<file path="src/rtl/inst_sequencer.sv">
// Instruction sequencer: walks a program held in an instruction BRAM and
// hands each word to the DSP execution controller over an en/valid
// handshake. Reports completion, retired count and a watchdog timeout.
module inst_sequencer #(
  parameter int ADDR_W  = 10,
  parameter int RD_LAT  = 1,
  parameter int TIMEOUT = 64
) (
  input  logic              clk,
  input  logic              rst,
  input  logic              start,
  input  logic [ADDR_W-1:0] base_addr,
  input  logic [ADDR_W-1:0] num_inst,
  output logic [ADDR_W-1:0] imem_addr,
  output logic              imem_en,
  input  logic [31:0]       imem_rdata,
  output logic              ctrl_en,
  output logic [31:0]       ctrl_inst,
  input  logic              ctrl_valid,
  output logic              busy,
  output logic              done,
  output logic              error,
  output logic [ADDR_W-1:0] retired
);

  // Watchdog must be able to hold TIMEOUT itself: an instruction accepted on
  // the last allowed ISSUE cycle moves into RELEASE with the count at TIMEOUT.
  localparam int              WD_W     = $clog2(TIMEOUT + 1);
  localparam logic [1:0]      LAT_LOAD = 2'(RD_LAT - 1);
  localparam logic [WD_W-1:0] WD_LAST  = WD_W'(TIMEOUT - 1);
  localparam logic [WD_W-1:0] WD_ZERO  = {WD_W{1'b0}};
  localparam logic [WD_W-1:0] WD_ONE   = {{(WD_W-1){1'b0}}, 1'b1};
  localparam logic [ADDR_W-1:0] A_ZERO  = {ADDR_W{1'b0}};
  localparam logic [ADDR_W-1:0] A_ONE   = {{(ADDR_W-1){1'b0}}, 1'b1};
  localparam logic [ADDR_W-1:0] RET_MAX = {ADDR_W{1'b1}};

  typedef enum logic [2:0] {
    S_IDLE    = 3'd0,
    S_FETCH   = 3'd1,
    S_WAIT_RD = 3'd2,
    S_ISSUE   = 3'd3,
    S_RELEASE = 3'd4,
    S_FINISH  = 3'd5
  } state_t;

  state_t            state_q;
  logic [ADDR_W-1:0] pc_q;
  logic [ADDR_W-1:0] remaining_q;
  logic [1:0]        lat_q;
  logic [WD_W-1:0]   wd_q;
  logic [ADDR_W-1:0] imem_addr_q;
  logic              imem_en_q;
  logic              ctrl_en_q;
  logic [31:0]       ctrl_inst_q;
  logic              busy_q;
  logic              done_q;
  logic              error_q;
  logic [ADDR_W-1:0] retired_q;

  logic [ADDR_W-1:0] retired_d;
  logic [ADDR_W-1:0] pc_d;
  logic [ADDR_W-1:0] remaining_d;
  logic [WD_W-1:0]   wd_d;
  logic              wd_expired;
  logic              more_d;

  // Next-value helpers: saturating retire count, wrapping pc, watchdog step.
  always_comb begin
    retired_d   = retired_q;
    pc_d        = pc_q + A_ONE;
    remaining_d = remaining_q - A_ONE;
    wd_d        = wd_q + WD_ONE;
    wd_expired  = (wd_q >= WD_LAST);
    more_d      = (remaining_q != A_ZERO);
    if (retired_q != RET_MAX) begin
      retired_d = retired_q + A_ONE;
    end else begin
      retired_d = retired_q;
    end
  end

  // Sequencer FSM; every output is a register updated alongside the state.
  always_ff @(posedge clk) begin
    if (rst) begin
      state_q     <= S_IDLE;
      pc_q        <= A_ZERO;
      remaining_q <= A_ZERO;
      lat_q       <= 2'd0;
      wd_q        <= WD_ZERO;
      imem_addr_q <= A_ZERO;
      imem_en_q   <= 1'b0;
      ctrl_en_q   <= 1'b0;
      ctrl_inst_q <= 32'd0;
      busy_q      <= 1'b0;
      done_q      <= 1'b0;
      error_q     <= 1'b0;
      retired_q   <= A_ZERO;
    end else begin
      done_q <= 1'b0;
      case (state_q)
        S_IDLE: begin
          ctrl_inst_q <= 32'd0;
          ctrl_en_q   <= 1'b0;
          imem_en_q   <= 1'b0;
          imem_addr_q <= A_ZERO;
          if (start) begin
            pc_q        <= base_addr;
            remaining_q <= num_inst;
            retired_q   <= A_ZERO;
            error_q     <= 1'b0;
            busy_q      <= 1'b1;
            if (num_inst == A_ZERO) begin
              state_q <= S_FINISH;
            end else begin
              imem_en_q   <= 1'b1;
              imem_addr_q <= base_addr;
              state_q     <= S_FETCH;
            end
          end
        end

        S_FETCH: begin
          // Read request is on the bus for this single cycle only.
          imem_en_q   <= 1'b0;
          imem_addr_q <= A_ZERO;
          lat_q       <= LAT_LOAD;
          state_q     <= S_WAIT_RD;
        end

        S_WAIT_RD: begin
          if (lat_q == 2'd0) begin
            ctrl_inst_q <= imem_rdata;
            ctrl_en_q   <= 1'b1;
            wd_q        <= WD_ZERO;
            state_q     <= S_ISSUE;
          end else begin
            lat_q <= lat_q - 2'd1;
          end
        end

        S_ISSUE: begin
          // A valid already present on entry is accepted on the first cycle.
          if (ctrl_valid) begin
            ctrl_en_q   <= 1'b0;
            retired_q   <= retired_d;
            pc_q        <= pc_d;
            remaining_q <= remaining_d;
            wd_q        <= wd_d;
            state_q     <= S_RELEASE;
          end else if (wd_expired) begin
            error_q     <= 1'b1;
            busy_q      <= 1'b0;
            ctrl_en_q   <= 1'b0;
            ctrl_inst_q <= 32'd0;
            state_q     <= S_IDLE;
          end else begin
            wd_q <= wd_d;
          end
        end

        S_RELEASE: begin
          // Wait for the controller to drop valid before the next fetch.
          if (!ctrl_valid) begin
            if (more_d) begin
              imem_en_q   <= 1'b1;
              imem_addr_q <= pc_q;
              state_q     <= S_FETCH;
            end else begin
              state_q <= S_FINISH;
            end
          end else if (wd_expired) begin
            error_q     <= 1'b1;
            busy_q      <= 1'b0;
            ctrl_en_q   <= 1'b0;
            ctrl_inst_q <= 32'd0;
            state_q     <= S_IDLE;
          end else begin
            wd_q <= wd_d;
          end
        end

        S_FINISH: begin
          done_q      <= 1'b1;
          busy_q      <= 1'b0;
          ctrl_inst_q <= 32'd0;
          state_q     <= S_IDLE;
        end

        default: begin
          imem_en_q   <= 1'b0;
          imem_addr_q <= A_ZERO;
          ctrl_en_q   <= 1'b0;
          ctrl_inst_q <= 32'd0;
          busy_q      <= 1'b0;
          state_q     <= S_IDLE;
        end
      endcase
    end
  end

  assign imem_addr = imem_addr_q;
  assign imem_en   = imem_en_q;
  assign ctrl_en   = ctrl_en_q;
  assign ctrl_inst = ctrl_inst_q;
  assign busy      = busy_q;
  assign done      = done_q;
  assign error     = error_q;
  assign retired   = retired_q;

endmodule

</file>
<file path="config.mk">
export PLATFORM = sky130hd
export DESIGN_NAME = inst_sequencer
export DESIGN_NICKNAME = d
export VERILOG_FILES = /design/src/rtl/inst_sequencer.sv
export SDC_FILE = /design/constraint.sdc
export NUM_CORES = 1
export LEC_CHECK = 0
export BUFFER_PORTS_ARGS = -buffer_cell sky130_fd_sc_hd__buf_2
export CORE_MARGIN = 3
export CORE_UTILIZATION = 40
export CTS_CLUSTER_DIAMETER = 60
export DETAILED_ROUTE_END_ITERATION = 12
export HOLD_SLACK_MARGIN = 0.02
export SLEW_MARGIN = 20
export SYNTH_ARGS = -nofsm -noshare
export SYNTH_HDL_FRONTEND = slang
export SYNTH_SLANG_ARGS = --single-unit
</file>
<file path="constraint.sdc">
create_clock -name clk -period 1.6 [get_ports clk]
set_input_delay 0.08 -clock clk [delete_from_list [all_inputs] [get_ports clk]]
set_output_delay 0.08 -clock clk [all_outputs]
set_load 0.01 [all_outputs]
</file>
---- Word level (Yosys, flattened, before mapping) ----
Cells that the tools add are included.
Widths: inputs -> output; s select.
storage, ports and cells
  flip-flop bits (word level) ............. 89
  input bits .............................. 56
  word-level logic and storage cells ...... 115
operators by class
  $add $sub $neg .......................... 5
  order comparisons ....................... 1
  equal/unequal tests ..................... 15
  muxes and demuxes ....................... 56
  bitwise operators ....................... 4
  reductions and logical operators ........ 21
operators with widths
  kind                   number
  $mux 32                4
  $pmux 32 s4            1
  $mux 10                11
  $pmux 10 s2            3
  $pmux 10 s3            1
  $mux 7                 4
  $mux 3                 7
  $pmux 7 s3             1
  $add 10x1->10 const B  2
  $ne 2x2->1 const B     9
  $mux 1                 17
  $reduce_and 4->1       4
  $pmux 3 s5             1
  $reduce_and 3->1       4
  $logic_not 10->1       1
  $ne 10x10->1 const B   1
  $reduce_bool 10->1     1
  $sub 10x1->10 const B  1
  $pmux 1 s4             2
  $add 7x1->7 const B    1
  $ge 7x6->1 const B     1
  $eq 3x2->1 const B     2
  $eq 3x3->1 const B     2
  $pmux 1 s3             2
  other kinds (12)       19

---- Depth between registers and ports, before layout ----
  word-level depth ........................ 4
  depth in mapped cells ................... 8
  gate-level depth less buffers ........... 6

---- Worst setup path after synthesis ----
No wires, ideal clock.
  path type ............................... register -> register
  start ................................... reg state_q[1]
  end ..................................... reg retired_q[7] (netlist: retired[7])
  library setup time ...................... 0.072 ns
  data arrival time ....................... 1.654 ns
  required time ........................... 1.528 ns
  path slack .............................. -0.125 ns
  stages on the path, launching flop included .. 7
  period minus slack after synthesis ...... 1.725 ns
  path through ............................ dfxtp_1 -> buf_6 -> or4b_4 -> o31a_4 -> buf_6 -> a2111oi_4 -> mux2i_1
on the way
  cells in the longest elaborated chain, start to end .. 3
RTL lines
  what                                                              RTL line  text
  from (decl)                                                       46        state_t state_q;
  from (signal assigned)                                            85        state_q <= S_IDLE;
  from (signal assigned)                                            113       state_q <= S_FINISH;
  from (signal assigned)                                            117       state_q <= S_FETCH;
  $eq 3x2->1 or $logic_not 3->1 (tied branches)                     100       case (state_q)
  $ne 2x2->1 (no source line) or $reduce_bool 2->1 (tied branches)  -
  $reduce_and 4->1 (no source line)                                 -
  to (signal assigned)                                              145       retired_q <= retired_d;
  to (decl)                                                         58        logic [ADDR_W-1:0] retired_q;
Parallel ways exist; a longest one is shown, timed or not.
A chain may end at the register's enable or synchronous reset.

---- Worst setup path in the final report ----
  start ................................... reg state_q[2]
  end ..................................... reg imem_addr_q[3] (netlist: imem_addr[3])
on the way
  cells in the longest elaborated chain, start to end .. 4
RTL lines
  what                                      RTL line  text
  $eq 3x2->1 or $eq 3x3->1 (tied branches)  100
  $reduce_or 3->1 (no source line)          -
  $not 1->1 (no source line)                -
  $reduce_and 3->1 (no source line)         -
  to (signal assigned)                      116       imem_addr_q <= base_addr;
  to (signal assigned)                      166       imem_addr_q <= pc_q;
  to (decl)                                 51        logic [ADDR_W-1:0] imem_addr_q;
Parallel ways exist; a longest one is shown, timed or not.

==> impl_metrics.csv <==
group,metric,value,unit
power,internal-power,0.00471,W
layout,fin_nets,851,
layout,fillers,905,
power,swShare,0.307,
sta,tns,-2.72,ns
die,start_util,0.412,
synthesis,synth_mux_area_frac,0.0826,
routing,final_antenna_net_count,0,
die,die_x,115,microns
sta,setup_violations,47,
synthesis,synth_top_area_share,0.377,
sta,grt_setup_unrepaired,"true",
setup_path,crit_required,1.88,ns
power,pwr-share-clk,0.327,
power,ir_drop,0.532,mV
synthesis,synthTopCellsByArea,"dfxtp_1 (38%), mux2i_1 (8.3%), nand2_1 (7.5%)",
routing,num_vias,5270,
min_path,min_delay_path_depth,3,
setup_path,worstReg2RegEnd,"imem_addr[3]",
setup_path,critical_path_class,"reg2reg",
synthesis,synthAdderAreaFrac,0.0159,
sta,hold_slack,0.0386,ns
global_route,grt_use_total,0.226,
synthesis,yosys_register_bits,89,
synthesis,synthFlopType,"dfxtp_1",
power,p_seq_frac,0.370,
sta,fin_ws,-0.137,ns
clocking,cts_tree,"yes",
routing,drt-wirelength-per-cell,16.9,microns
placed_design,dp_hpwl,10100,microns
sta,fmax,0.576,GHz
synthesis,synth_simple_gate_area_frac,0.221,
synthesis,yosysSeqAreaShare,0.377,
sta,period_needed,1.74,ns
setup_path,crit_arrival,2.02,ns
setup_path,crit_family,"simple AND/OR/NAND/NOR gates",
die,die_y,115,microns
synthesis,synth_top_cell_by_area,"dfxtp_1",
synthesis,syn_nets,621,
layout,n_antenna_cell,0,
synthesis,syn_avg_cell_area,8.46,sq um
routing,drt-vias-per-instance,5.62,
global_route,grt-ovfl-total,0,
setup_path,worst-path-buf-inv,2,
min_path,hp-start,"base_addr[7]",
die,die-area,13200,sq um
setup_path,worstSetupEndpointType,"register",
setup_path,crit_chain,"or4b_4 > buf_4 > a31oi_4 > buf_6 > a22oi_1 > o2bb2ai_1",
die,rows,39,
clocking,cts-root-buf,"clkbuf_16",
die,core-area,11500,sq um
power,power_density,922,nW/um^2
global_route,grt_pass1_vias,5089,
placed_design,place.port_buffers,112,
setup_path,cp-start-kind,"register",
synthesis,syn_area,4730,sq um
synthesis,synth_common_cells,"nand2_1 (95), dfxtp_1 (89), mux2i_1 (39)",
synthesis,synth_top_family_by_area,"compound AO/OA/AOI/OAI gates",
sta,finalMaxSlewViolations,0,
synthesis,synth.most_common_cell,"nand2_1",
min_path,holdPathEnd,"imem_addr[7]",
routing,drt_iter0_drc,334,
power,p_comb_frac,0.303,
setup_path,cp_num_cells,6,
synthesis,ys_warn_count,0,
clocking,insertion_delay,0.35,ns
die,ios,113,
layout,area_growth,56.0,%
synthesis,yosys.area_share.xor_xnor,0,
power,cellLeakagePower,3.14,nW
synthesis,synthArstFlopShare,0,
clocking,h-tree-depth,3,
sta,hold_viol_final,0,
routing,drt-pass1-iter-count,5,
clocking,cts.sinks,89,
sta,skew,0.00669,ns
run,max_cap_violations,0,
global_route,antenna_found_initial,0,
setup_path,reg2regPathDepth,6,
global_route,grt_max_degree,33,
setup_path,ff2ff_setup_slack,-0.14,ns
min_path,holdCritPathClass,"in2reg",
sta,worst_pin_slew,0.579,ns
power,p_sw,0.00208,W
clocking,clk_pin_slew_worst_paths,0.07,ns
sta,finalCritPeriodShare,1.09,
routing,route.detailed.drc,0,
setup_path,rr_startpoint,"state_q[2]",
global_route,grt_first_pass_wirelength,24200,microns
synthesis,ys_types,72,
run_status,violations,"negative setup slack",
routing,wirelength,15800,microns
clocking,clock_path_buffers,2,
setup_path,critPathMaxStageDelay,0.55,ns
synthesis,synth_compound_area_frac,0.244,
clocking,cts_buffers,9,
synthesis,synth_edf_count,0,
layout,drive_gt1_frac,0.402,
synthesis,postSynthCellCount,559,
setup_path,critPathMaxFanout,6,
placed_design,gp_congestion,0.874,
run_status,status,"finished, violations left",
sta,relSlewSlack,0.612,
setup_path,slowest_stage,"or4b_4",
[flip-flops by register name (all words and copies together) (netlist names), 2 cells and up]
register     count
ctrl_inst       32
pc_q            10
state_q          3
retired         10
imem_addr       10
remaining_q     10
lat_q            2
wd_q             7
[cell usage in the layout, fill, tap and decap left out, drive strengths merged, types with 3 or more instances in the layout]
master / netlist / routed
buf: 22 / 221
nand2: 95 / 95
dfxtp: 89 / 89
mux2i: 39 / 39
a21oi: 36 / 36
dlygate4sd3: 0 / 34
o21ai: 30 / 30
nor2: 20 / 20
inv: 19 / 19
clkbuf: 18 / 16
nand3: 13 / 13
o2bb2ai: 11 / 11
a22oi: 10 / 10
or3: 10 / 10
a211oi: 9 / 9
nor3: 8 / 8
a31oi: 8 / 8
a21o: 7 / 7
nand4: 7 / 7
nor4: 7 / 7
and3: 6 / 6
and2: 6 / 6
ha: 6 / 6
o21a: 5 / 5
nand2b: 5 / 5
nor3b: 5 / 5
o211ai: 4 / 4
a2111oi: 4 / 4
o22a: 4 / 4
a221oi: 4 / 4
or4: 4 / 4
or2: 3 / 3
o31ai: 3 / 3
o31a: 3 / 3
o221a: 3 / 3
o221ai: 3 / 3
o22ai: 3 / 3
[metrics by stage]
| step | instances | total power (W) | util | setup slack [ns] | cell area (sq um) |
|---|---|---|---|---|---|
| floorplan | 559 | 0.00352 | - | -0.125 | 4750 |
| global placement | 867 | 0.00406 | 0.525 | -0.149 | 6020 |
| detailed placement | 867 | 0.00410 | 0.525 | -0.209 | 6020 |
| CTS | 925 | 0.00653 | 0.602 | -0.119 | 6900 |
| global route | 937 | 0.00707 | 0.643 | -0.191 | 7370 |
| finish | 937 | 0.00680 | 0.643 | -0.137 | 7370 |
[metal layers]
layer / routed length, microns / track usage / vias to the layer above
met5: 0 / 0 / -
met4: 324 / 0.0970 / 0
met3: 668 / 0.0333 / 24
met2: 8000 / 0.386 / 160
met1: 6850 / 0.285 / 2553
li1: - / - / 2533
[worst max path at each step]
stage / from / end
2_1_floorplan: state_q[1] / retired[7]
3_3_place_gp: state_q[2] / wd_q[1]
3_5_place_dp: state_q[1] / retired[6]
4_1_cts: state_q[2] / retired[6]
5_1_grt: state_q[2] / imem_addr[1]
6_report: state_q[2] / imem_addr[3]
[kinds of logic after synthesis]
logic type	after synthesis
buf+inv	59
compound gates	161
mux	39
fa+ha+maj	6
flops	89
simple gates	205
[worst reg2reg max path, cell delays in order (launching register included)]
cell and delay [ns]:
dfxtp_4 0.36, or4b_4 0.55, buf_4 0.16, a31oi_4 0.20, buf_6 0.16, a22oi_1 0.09, o2bb2ai_1 0.15
[final cells by class]
type	instances	area [sq um]	share of cell area
Clock buffer	12	256	0.0348
Timing Repair Buffer	259	1940	0.263
Multi-Input combinational cell	411	3070	0.417
Inverter	19	73.8	0.0100
Clock inverter	4	51.3	0.00696
Tap cell	143	179	0.0243
Sequential cell	89	1800	0.244
[power groups by stage]
stage          Sequential, W  Clock, W  Combinational [W]
2_1_floorplan        0.00255         0           0.000969
3_5_place_dp         0.00254         0            0.00156
6_report             0.00252   0.00222            0.00206
5_1_grt              0.00253   0.00233            0.00221
3_3_place_gp         0.00253         0            0.00153
4_1_cts              0.00250   0.00224            0.00179
[timing repair]
item                                    in CTS  in global routing
endpoints found under the setup margin      76                 80
pin swaps                                    4                 36
gates resized for setup                     37                 85
hold buffers                                34                  0
gates cloned                                 2                  6
setup buffers                                6                  8
hold endpoints to repair                    34                  0
(Power assumes the default switching activity.)
